<file path="src/rtl/axil_slave_regfile_if.sv">
// rtl/axil_slave_regfile_if.sv - AXI-Lite bus defaults and the slave-port interface
package axil_pkg;
  parameter int AXIL_ADDR_WIDTH = 32;
  parameter int AXIL_DATA_WIDTH = 32;
  parameter logic [1:0] AXIL_RESP_OKAY   = 2'b00;
  parameter logic [1:0] AXIL_RESP_SLVERR = 2'b10;
endpackage

interface axil_slave_regfile_if #(
  parameter int AXI_ADDR_WIDTH = axil_pkg::AXIL_ADDR_WIDTH,
  parameter int AXI_DATA_WIDTH = axil_pkg::AXIL_DATA_WIDTH
);
  logic [AXI_ADDR_WIDTH-1:0]   awaddr;
  logic                        awvalid;
  logic                        awready;
  logic [AXI_DATA_WIDTH-1:0]   wdata;
  logic [AXI_DATA_WIDTH/8-1:0] wstrb;
  logic                        wvalid;
  logic                        wready;
  logic [1:0]                  bresp;
  logic                        bvalid;
  logic                        bready;
  logic [AXI_ADDR_WIDTH-1:0]   araddr;
  logic                        arvalid;
  logic                        arready;
  logic [AXI_DATA_WIDTH-1:0]   rdata;
  logic [1:0]                  rresp;
  logic                        rvalid;
  logic                        rready;

  modport master (
    output awaddr, awvalid, wdata, wstrb, wvalid, bready, araddr, arvalid, rready,
    input  awready, wready, bresp, bvalid, arready, rdata, rresp, rvalid
  );

  modport slave (
    input  awaddr, awvalid, wdata, wstrb, wvalid, bready, araddr, arvalid, rready,
    output awready, wready, bresp, bvalid, arready, rdata, rresp, rvalid
  );
endinterface

</file>
<file path="src/rtl/axil_slave_regfile.sv">
// rtl/axil_slave_regfile.sv - AXI-Lite register bank with byte strobes and per-register write pulses
module axil_slave_regfile
  import axil_pkg::*;
#(
  parameter int                        AXI_ADDR_WIDTH = AXIL_ADDR_WIDTH,
  parameter int                        AXI_DATA_WIDTH = AXIL_DATA_WIDTH,
  parameter int                        NUM_REGS       = 16,
  parameter logic [AXI_ADDR_WIDTH-1:0] BASE_ADDR      = '0
) (
  input  logic                      aclk,
  input  logic                      aresetn,
  axil_slave_regfile_if.slave       s_axil,
  output logic [AXI_DATA_WIDTH-1:0] regs_q [NUM_REGS],
  output logic [NUM_REGS-1:0]       wr_pulse
);

  localparam int STRB_W    = AXI_DATA_WIDTH / 8;
  localparam int LANE_BITS = $clog2(STRB_W);
  localparam int IDX_W     = $clog2(NUM_REGS);
  localparam logic [AXI_ADDR_WIDTH-1:0] NUM_REGS_A = AXI_ADDR_WIDTH'(NUM_REGS);

  typedef enum logic [1:0] {WR_IDLE, WR_HAVE_AW, WR_HAVE_W, WR_RESP} wr_state_t;
  typedef enum logic {RD_IDLE, RD_RESP} rd_state_t;

  // Addresses below the base wrap to huge offsets, so both bounds are checked explicitly.
  function automatic logic addr_hit(input logic [AXI_ADDR_WIDTH-1:0] addr);
    logic [AXI_ADDR_WIDTH-1:0] off;
    off = addr - BASE_ADDR;
    return (addr >= BASE_ADDR) && ((off >> LANE_BITS) < NUM_REGS_A);
  endfunction

  function automatic logic [IDX_W-1:0] addr_idx(input logic [AXI_ADDR_WIDTH-1:0] addr);
    logic [AXI_ADDR_WIDTH-1:0] off;
    off = addr - BASE_ADDR;
    return off[LANE_BITS +: IDX_W];
  endfunction

  wr_state_t                 wr_state;
  logic                      aw_ready_q;
  logic                      w_ready_q;
  logic                      b_valid_q;
  logic [1:0]                b_resp_q;
  logic [AXI_ADDR_WIDTH-1:0] aw_addr_q;
  logic [AXI_DATA_WIDTH-1:0] w_data_q;
  logic [STRB_W-1:0]         w_strb_q;

  rd_state_t                 rd_state;
  logic                      ar_ready_q;
  logic                      r_valid_q;
  logic [1:0]                r_resp_q;
  logic [AXI_DATA_WIDTH-1:0] r_data_q;

  logic                      aw_hs;
  logic                      w_hs;
  logic                      ar_hs;
  logic                      commit;
  logic [AXI_ADDR_WIDTH-1:0] c_addr;
  logic [AXI_DATA_WIDTH-1:0] c_data;
  logic [STRB_W-1:0]         c_strb;
  logic                      c_hit;
  logic [IDX_W-1:0]          c_idx;

  assign aw_hs = s_axil.awvalid & aw_ready_q;
  assign w_hs  = s_axil.wvalid  & w_ready_q;
  assign ar_hs = s_axil.arvalid & ar_ready_q;

  assign s_axil.awready = aw_ready_q;
  assign s_axil.wready  = w_ready_q;
  assign s_axil.bvalid  = b_valid_q;
  assign s_axil.bresp   = b_resp_q;
  assign s_axil.arready = ar_ready_q;
  assign s_axil.rvalid  = r_valid_q;
  assign s_axil.rresp   = r_resp_q;
  assign s_axil.rdata   = r_data_q;

  // Whichever half arrived first comes from the latch, the other straight off the bus.
  always_comb begin
    c_addr = (wr_state == WR_HAVE_AW) ? aw_addr_q : s_axil.awaddr;
    c_data = (wr_state == WR_HAVE_W)  ? w_data_q  : s_axil.wdata;
    c_strb = (wr_state == WR_HAVE_W)  ? w_strb_q  : s_axil.wstrb;
    commit = 1'b0;
    case (wr_state)
      WR_IDLE:    commit = aw_hs & w_hs;
      WR_HAVE_AW: commit = w_hs;
      WR_HAVE_W:  commit = aw_hs;
      default:    commit = 1'b0;
    endcase
    c_hit = addr_hit(c_addr);
    c_idx = addr_idx(c_addr);
  end

  always_ff @(posedge aclk or negedge aresetn) begin
    if (!aresetn) begin
      wr_state   <= WR_IDLE;
      aw_ready_q <= 1'b0;
      w_ready_q  <= 1'b0;
      b_valid_q  <= 1'b0;
      b_resp_q   <= AXIL_RESP_OKAY;
      aw_addr_q  <= '0;
      w_data_q   <= '0;
      w_strb_q   <= '0;
      wr_pulse   <= '0;
      for (int i = 0; i < NUM_REGS; i++) begin
        regs_q[i] <= '0;
      end
    end else begin
      wr_pulse <= '0;
      if (commit) begin
        wr_state   <= WR_RESP;
        aw_ready_q <= 1'b0;
        w_ready_q  <= 1'b0;
        b_valid_q  <= 1'b1;
        b_resp_q   <= c_hit ? AXIL_RESP_OKAY : AXIL_RESP_SLVERR;
        if (c_hit) begin
          wr_pulse[c_idx] <= 1'b1;
          for (int b = 0; b < STRB_W; b++) begin
            if (c_strb[b]) begin
              regs_q[c_idx][8*b +: 8] <= c_data[8*b +: 8];
            end
          end
        end
      end else begin
        case (wr_state)
          WR_IDLE: begin
            if (aw_hs) begin
              aw_addr_q  <= s_axil.awaddr;
              wr_state   <= WR_HAVE_AW;
              aw_ready_q <= 1'b0;
              w_ready_q  <= 1'b1;
            end else if (w_hs) begin
              w_data_q   <= s_axil.wdata;
              w_strb_q   <= s_axil.wstrb;
              wr_state   <= WR_HAVE_W;
              aw_ready_q <= 1'b1;
              w_ready_q  <= 1'b0;
            end else begin
              aw_ready_q <= 1'b1;
              w_ready_q  <= 1'b1;
            end
          end
          WR_HAVE_AW, WR_HAVE_W: begin
          end
          WR_RESP: begin
            if (s_axil.bready) begin
              b_valid_q  <= 1'b0;
              wr_state   <= WR_IDLE;
              aw_ready_q <= 1'b1;
              w_ready_q  <= 1'b1;
            end
          end
          default: wr_state <= WR_IDLE;
        endcase
      end
    end
  end

  // regs_q is sampled before this edge's write lands, so a colliding read sees the old value.
  always_ff @(posedge aclk or negedge aresetn) begin
    if (!aresetn) begin
      rd_state   <= RD_IDLE;
      ar_ready_q <= 1'b0;
      r_valid_q  <= 1'b0;
      r_resp_q   <= AXIL_RESP_OKAY;
      r_data_q   <= '0;
    end else begin
      case (rd_state)
        RD_IDLE: begin
          if (ar_hs) begin
            rd_state   <= RD_RESP;
            ar_ready_q <= 1'b0;
            r_valid_q  <= 1'b1;
            if (addr_hit(s_axil.araddr)) begin
              r_data_q <= regs_q[addr_idx(s_axil.araddr)];
              r_resp_q <= AXIL_RESP_OKAY;
            end else begin
              r_data_q <= '0;
              r_resp_q <= AXIL_RESP_SLVERR;
            end
          end else begin
            ar_ready_q <= 1'b1;
          end
        end
        RD_RESP: begin
          if (s_axil.rready) begin
            rd_state   <= RD_IDLE;
            r_valid_q  <= 1'b0;
            ar_ready_q <= 1'b1;
          end
        end
        default: rd_state <= RD_IDLE;
      endcase
    end
  end

endmodule

</file>
<file path="src/flat_wrapper.sv">
// flat-port wrapper written by rule: the top's interface ports become plain ports
module axil_slave_regfile_flat import axil_pkg::*;
#(
  parameter int                        AXI_ADDR_WIDTH = AXIL_ADDR_WIDTH,
  parameter int                        AXI_DATA_WIDTH = AXIL_DATA_WIDTH,
  parameter int                        NUM_REGS       = 16,
  parameter logic [AXI_ADDR_WIDTH-1:0] BASE_ADDR      = '0
)
  (aclk, aresetn, regs_q, wr_pulse, s_axil_awaddr, s_axil_awvalid, s_axil_wdata, s_axil_wstrb, s_axil_wvalid, s_axil_bready, s_axil_araddr, s_axil_arvalid, s_axil_rready, s_axil_awready, s_axil_wready, s_axil_bresp, s_axil_bvalid, s_axil_arready, s_axil_rdata, s_axil_rresp, s_axil_rvalid);
  axil_slave_regfile_if #(.AXI_ADDR_WIDTH(AXI_ADDR_WIDTH), .AXI_DATA_WIDTH(AXI_DATA_WIDTH)) s_axil_i ();
  input  logic aclk;
  input  logic aresetn;
  output logic [AXI_DATA_WIDTH-1:0] regs_q[NUM_REGS];
  output logic [NUM_REGS-1:0] wr_pulse;
  input wire logic [$bits(s_axil_i.awaddr)-1:0] s_axil_awaddr;
  input wire logic [$bits(s_axil_i.awvalid)-1:0] s_axil_awvalid;
  input wire logic [$bits(s_axil_i.wdata)-1:0] s_axil_wdata;
  input wire logic [$bits(s_axil_i.wstrb)-1:0] s_axil_wstrb;
  input wire logic [$bits(s_axil_i.wvalid)-1:0] s_axil_wvalid;
  input wire logic [$bits(s_axil_i.bready)-1:0] s_axil_bready;
  input wire logic [$bits(s_axil_i.araddr)-1:0] s_axil_araddr;
  input wire logic [$bits(s_axil_i.arvalid)-1:0] s_axil_arvalid;
  input wire logic [$bits(s_axil_i.rready)-1:0] s_axil_rready;
  output wire logic [$bits(s_axil_i.awready)-1:0] s_axil_awready;
  output wire logic [$bits(s_axil_i.wready)-1:0] s_axil_wready;
  output wire logic [$bits(s_axil_i.bresp)-1:0] s_axil_bresp;
  output wire logic [$bits(s_axil_i.bvalid)-1:0] s_axil_bvalid;
  output wire logic [$bits(s_axil_i.arready)-1:0] s_axil_arready;
  output wire logic [$bits(s_axil_i.rdata)-1:0] s_axil_rdata;
  output wire logic [$bits(s_axil_i.rresp)-1:0] s_axil_rresp;
  output wire logic [$bits(s_axil_i.rvalid)-1:0] s_axil_rvalid;
  assign s_axil_i.awaddr = s_axil_awaddr;
  assign s_axil_i.awvalid = s_axil_awvalid;
  assign s_axil_i.wdata = s_axil_wdata;
  assign s_axil_i.wstrb = s_axil_wstrb;
  assign s_axil_i.wvalid = s_axil_wvalid;
  assign s_axil_i.bready = s_axil_bready;
  assign s_axil_i.araddr = s_axil_araddr;
  assign s_axil_i.arvalid = s_axil_arvalid;
  assign s_axil_i.rready = s_axil_rready;
  assign s_axil_awready = s_axil_i.awready;
  assign s_axil_wready = s_axil_i.wready;
  assign s_axil_bresp = s_axil_i.bresp;
  assign s_axil_bvalid = s_axil_i.bvalid;
  assign s_axil_arready = s_axil_i.arready;
  assign s_axil_rdata = s_axil_i.rdata;
  assign s_axil_rresp = s_axil_i.rresp;
  assign s_axil_rvalid = s_axil_i.rvalid;
  axil_slave_regfile #(.AXI_ADDR_WIDTH(AXI_ADDR_WIDTH), .AXI_DATA_WIDTH(AXI_DATA_WIDTH), .NUM_REGS(NUM_REGS), .BASE_ADDR(BASE_ADDR)) u_core (.aclk(aclk), .aresetn(aresetn), .s_axil(s_axil_i), .regs_q(regs_q), .wr_pulse(wr_pulse));
endmodule
</file>
<file path="config.mk">
export PLATFORM = sky130hd
export DESIGN_NAME = axil_slave_regfile_flat
export DESIGN_NICKNAME = d
export VERILOG_FILES = /design/src/rtl/axil_slave_regfile_if.sv /design/src/rtl/axil_slave_regfile.sv /design/src/flat_wrapper.sv
export SDC_FILE = /design/constraint.sdc
export NUM_CORES = 1
export LEC_CHECK = 0
export ABC_AREA = 1
export CORE_ASPECT_RATIO = 0.6
export CORE_MARGIN = 1.5
export CORE_UTILIZATION = 38
export DETAILED_ROUTE_END_ITERATION = 6
export PLACE_DENSITY_LB_ADDON = 0.05
export SETUP_SLACK_MARGIN = 0.2
export SYNTH_ARGS = -nofsm -noshare
export SYNTH_HDL_FRONTEND = slang
export SYNTH_SLANG_ARGS = --single-unit
</file>
<file path="constraint.sdc">
create_clock -name aclk -period 2.2 [get_ports aclk]
set_input_delay 0.44 -clock aclk [delete_from_list [all_inputs] [get_ports aclk]]
set_output_delay 0.44 -clock aclk [all_outputs]
set_load 0.01 [all_outputs]
</file>
* Word level (Yosys, flattened, before mapping) *
Cells that the tools add are included.

storage, ports and cells
  flip-flop bits (word level) = 640

cells by class
  $lt $le $gt $ge = 9
  eq/ne operators = 7
  mux-type cells = 61
  bitwise operators = 9
  reduce and logical (&&, ||, !) cells = 16

operators with widths
  operator               number
  $mux W512              10
  $bwmux W512            4
  $demux W32 S4          4
  $mux W32               6
  $bmux W32 S4           1
  $ge A32 B1 Y1 const B  2
  $lt A30 B5 Y1 const B  2
  $mux W16               3
  $mux W24               1
  $mux W1                16
  $mux W2                6
  $ge A5 B5 Y1 const B   2
  $not A4 Y5             2
  $pmux W1 S2            5
  $reduce_and A2 Y1      5
  $mux W8                1
  $reduce_and A3 Y1      2
  $lt A4 B5 Y1 const B   1
  $lt A5 B1 Y1 const B   1
  $and A1 B1 Y1          4
  $demux W1 S4           1
  $eq A2 B2 Y1 const B   2
  $ge A4 B1 Y1 const B   1
  $logic_and A1 B1 Y1    4
  other kinds (13)       16

* Logic depth before layout (Yosys ltp) *
  depth after elaboration = 21
  depth in mapped cells = 15
  mapped depth without buffers = 12

* Least setup slack after synthesis *
Ideal clock, no wire load.

  kind = reg-to-reg
  start point = register u_core.wr_state[0]
  end point = register u_core.regs_q[16] (netlist name)
  library setup time = 118 ps
  data arrival time = 2009 ps
  data required time = 2082 ps
  slack = 73 ps
  cell stages (with the launch flop) = 12
  buffers on the path = 3
  period minus slack after synthesis = 2127 ps
  path through = dfrtp_1 > inv_1 > ha_1 > buf_4 > inv_4 > buf_2 > nand2_1 > o21ai_2 > buf_6 > nand4_2 > nand2_1 > nand2_1

on the way
  cells in the longest elaborated chain, start to end = 18

RTL lines
  what                              line                                                text
  start: declaration                axil_slave_regfile.sv:38                            wr_state_t wr_state;
  start signal: assignment          axil_slave_regfile.sv:94                            wr_state <= WR_IDLE;
  start signal: assignment          axil_slave_regfile.sv:109                           wr_state <= WR_RESP;
  start signal: assignment          axil_slave_regfile.sv:127                           wr_state <= WR_HAVE_AW;
  $eq A2 B1 Y1                      axil_slave_regfile.sv:78, axil_slave_regfile.sv:82
  $mux W32                          axil_slave_regfile.sv:78                            c_addr = (wr_state == WR_HAVE_AW) ? aw_addr_q : s_axil.awaddr;
  $not A4 Y5 (not written as such)  axil_slave_regfile.sv:118                           regs_q[c_idx][8*b +: 8] <= c_data[8*b +: 8];
  $demux W32 S4                     axil_slave_regfile.sv:118
  $bwmux W512                       axil_slave_regfile.sv:118
  $mux W512                         axil_slave_regfile.sv:117                           if (c_strb[b]) begin
  $mux W512                         axil_slave_regfile.sv:114                           if (c_hit) begin
  $mux W512                         axil_slave_regfile.sv:108                           if (commit) begin
  (+2 left out)                     n/a
  $mux W512                         axil_slave_regfile.sv:114
  $mux W512                         axil_slave_regfile.sv:108
  $bwmux W512                       axil_slave_regfile.sv:118
  $mux W512                         axil_slave_regfile.sv:117
  $mux W512                         axil_slave_regfile.sv:114
  $mux W512                         axil_slave_regfile.sv:108
  $bwmux W512                       axil_slave_regfile.sv:118
  $mux W512                         axil_slave_regfile.sv:117
  end signal: indexed assignment    axil_slave_regfile.sv:118
  end: declaration                  axil_slave_regfile.sv:13                            output logic [AXI_DATA_WIDTH-1:0] regs_q [NUM_REGS],

Parallel ways exist; a longest one is shown, timed or not. The select of a mux whose other input is x is not followed.
A chain may end at the register's enable or synchronous reset.

* Worst setup path after layout *
  start point = register u_core.wr_state[0]
  end point = register u_core.regs_q[221] (netlist name)

The elaborated chain is that of the path after synthesis.

==> impl_metrics.csv <==
group,metric,value,unit
cts,clockBufferDepth,3,
floorplanning,core_area,0.08599,mm²
detailed_routing,remaining_drc_errors,0,
finish,fillers,7958,
yosys,synth.area.mux_share,0,%
detailed_routing,drtPass1Iterations,6,
worst_setup_path,path_buf_inv,4,
floorplanning,die_y,231.8,µm
detailed_routing,wire_per_inst,24.62,µm
worst_setup_path,cp-start-kind,"flip-flop",
yosys,synth-async-reset-ratio,100.0,%
global_routing,grt_max_degree,73,
cts,h-tree-depth,3,
worst_setup_path,worstPathRequired,2.74,ns
power,vdd_drop_max,928.5,µV
yosys,ys_top_cells_by_area,"dfrtp_1, nand2_1, nand4_1",
sta,finalHoldViolations,0,
detailed_routing,vias,35310,
yosys,synth_common_cells,"nand2_1, dfrtp_1, nand3_1",
cts,cts_made_buffers,68,
yosys,synth_ff_type,"dfrtp_1",
detailed_routing,wl,155.6,mm
sta,rsz0062_at_grt,"yes",
yosys,synth_cells,4289,
sta,finalSetupViolations,511,
floorplanning,dieArea,0.08910,mm²
power,cellPowerDensity,843.6,mW/mm²
detailed_routing,viasPerCell,5.586,
placed_design,placed_cells,6154,
worst_setup_path,crit_path_max_incr_delay,0.43,ns
finish,fin_cells,6321,
finish,seq_area,0.01592,mm²
detailed_routing,drt_iter0_drc,4118,
worst_setup_path,worstReg2RegEnd,"u_core.regs_q[221]",
yosys,synth_area_per_cell,7.732,µm²
floorplanning,num_io_pins,676,
cts,root_buffer,"clkbuf_16",
sta,clock.fmax,420.0,MHz
sta,setup_ws,-0.1808,ns
yosys,synth_top_family_by_area,"simple AND/OR/NAND/NOR gates",
global_routing,grt_pass1_wl,223.4,mm
global_routing,grtUsageMet3,8.310,%
worst_setup_path,r2r_setup_slack,-0.18,ns
worst_setup_path,cp-end-kind,"flip-flop",
sta,finalCritPeriodShare,108.2,%
cts,clk_pin_slew,0.06,ns
sta,slew_violations,0,
floorplanning,rows,83,
finish,final_nets,5239,
yosys,synthDistinctLibCells,39,
yosys,synthMostInstantiatedCell,"nand2_1",
yosys,synthAdderAreaFrac,0.1509,%
worst_setup_path,slowest_stage,"dfrtp_2",
global_routing,grt_use_total,33.72,%
yosys,synthSimpleGateAreaFrac,43.20,%
worst_setup_path,arrival,2.92,ns
global_routing,overflow,0,
worst_setup_path,critPathLaunch,"u_core.wr_state[0]",
run,max-cap-violations,0,
placed_design,io_buffers,669,
worst_setup_path,reg2reg_depth,13,
status,violations,"negative setup slack",
global_routing,met2_usage,45.16,%
yosys,synth-seq-cells,636,
worst_setup_path,crit_type,"reg2reg",
sta,fin_crit,2.381,ns
floorplanning,die_w,384.4,µm
global_routing,top_usage_layer,"met1",
finish,drive_above_1_share,14.53,%
sta,tightestPinTransition,0.8895,ns
yosys,synth_top_area_cell,"dfrtp_1",
floorplanning,start_util,38.56,%
power,p_leak,23.58,nW
status,status,"finished, violations left",
worst_setup_path,path_cells,"ha_4 -> buf_12 -> nor2_4 -> nand3_2 -> nand2_2 -> nand2_4 -> nor2_4 -> buf_6 -> buf_12 -> buf_4 -> nand4_2 -> nand2_1 -> nand2_1",
finish,diodes,0,
sta,finClkSkew,0.03091,ns
yosys,synth-xor-area-share,0,%
cts,cts_sinks,636,
hold_path,hp-class,"in2async",
worst_setup_path,crit_fanout,8,
worst_setup_path,crit_family,"simple AND/OR/NAND/NOR gates",
worst_setup_path,rr_startpoint,"u_core.wr_state[0]",
cts,clk_latency,0.65,ns
sta,maxSlewHeadroom,40.24,%
yosys,netlist.area_leader.share,47.99,%
global_routing,grt_pass1_vias,31810,
yosys,synth_compound_area_share,2.668,%
placed_design,dpl.hpwl,112.8,mm
placed_design,gp_congestion,0.9489,
yosys,synth_edf_count,0,
global_routing,met1_usage,52.86,%
yosys,yosysWarnings,0,
finish,syn_to_final_growth,44.64,%
yosys,yosysSeqAreaShare,47.99,%
finish,final_core_util,55.78,%
finish,multiInputGateArea,0.01572,mm²
yosys,syn-cell-area,0.03316,mm²
cts,cts_tree,"yes",
global_routing,antenna_found_initial,2,
detailed_routing,ant_nets,0,
==> flip-flops by register name, summed over array words and instances (netlist names) <==
name / flops
u_core.regs_q: 512
u_core.s_axil.rdata: 32
u_core.s_axil.rvalid: 1
u_core.s_axil.arready: 1
u_core.rd_state: 1
u_core.s_axil.rresp: 1
u_core.wr_pulse: 16
u_core.s_axil.awready: 1
u_core.s_axil.bvalid: 1
u_core.s_axil.bresp: 1
u_core.aw_addr_q: 30
u_core.s_axil.wready: 1
u_core.wr_state: 2
u_core.w_data_q: 32
u_core.w_strb_q: 4
==> final cells by class <==
type	instances	share of cell area, %
Inverter	105	0.9548
Clock buffer	105	4.346
Multi-Input combinational cell	3212	32.78
Timing Repair Buffer	1105	25.41
Tap cell	1147	2.992
Clock inverter	11	0.3365
Sequential cell	636	33.18
==> cells in the final DEF (no fill, tap or decap), types with 16 or more instances in the layout <==
cell type        count
clkdlybuf4s50_1    665
a21oi_1             45
buf_16              18
nand2_1           1891
o211ai_1            19
clkbuf_16           81
o21ai_2             29
clkbuf_8            19
nor2_4              17
inv_1               70
nand4_1            389
nor2_2              17
buf_12             128
o21ai_0             49
buf_4              265
nor3_1             150
nand4_4             52
nand2_2             24
nor2_1              58
dfrtp_1            635
clkbuf_1            16
nand3_1            411
==> cell families after synthesis <==
logic type / count (synthesis)
and+or+nand+nor: 3046
DFF: 636
buffers and inverters: 442
AOI/OAI and AO/OA: 160
adders and majority gates: 4
other: 1
==> routing by layer <==
layer	wire length, µm	share of wire [%]	vias up
met5	12	0.0077	-
met4	4197	2.7	2
met3	16120	10	199
met2	62940	40	1861
met1	72330	46	17220
li1	-	-	16030
==> what timing repair did <==
action                                  in CTS  in global routing
pin swaps                                   17                 12
hold buffers                                 1                  0
setup buffers                               17                 11
gates cloned                                10                 12
gates resized for setup                     72                 57
endpoints found under the setup margin    1099               1155
endpoints found under the hold margin       29                  0
==> per-stage QoR <==
stage	area (µm²)	hold WS (ns)	TNS, ns	total power [mW]	worst slack [ns]
detailed placement	44350	0.4237	-156.74	27.64	-0.4071
floorplan	33370	0.1444	0	19.62	0.1798
global placement	44350	0.4212	-151.16	27.54	-0.4067
CTS	47380	0.3283	-42.99	39.99	-0.1525
global route	47960	0.3396	-102.01	41.85	-0.2895
finish	47960	0.3336	-42.22	40.46	-0.1808
==> worst max-delay path by stage <==
stage	slack, ns	cells past startpoint	endpoint
floorplan	0.18	14	u_core.regs_q[192]
global placement	-0.41	10	u_core.regs_q[490]
detailed placement	-0.41	10	u_core.regs_q[489]
CTS	-0.15	14	u_core.regs_q[121]
global route	-0.29	14	u_core.regs_q[26]
finish	-0.18	13	u_core.regs_q[221]
==> power by group <==
group	total [mW]	switching [mW]	internal (mW)
combinational	15.7	10.6	5.08
clock	12.1	5.14	6.97
sequential	12.6	0.291	12.4
total	40.5	16.1	24.4
Note: power is estimated with default switching activity, not from simulation.
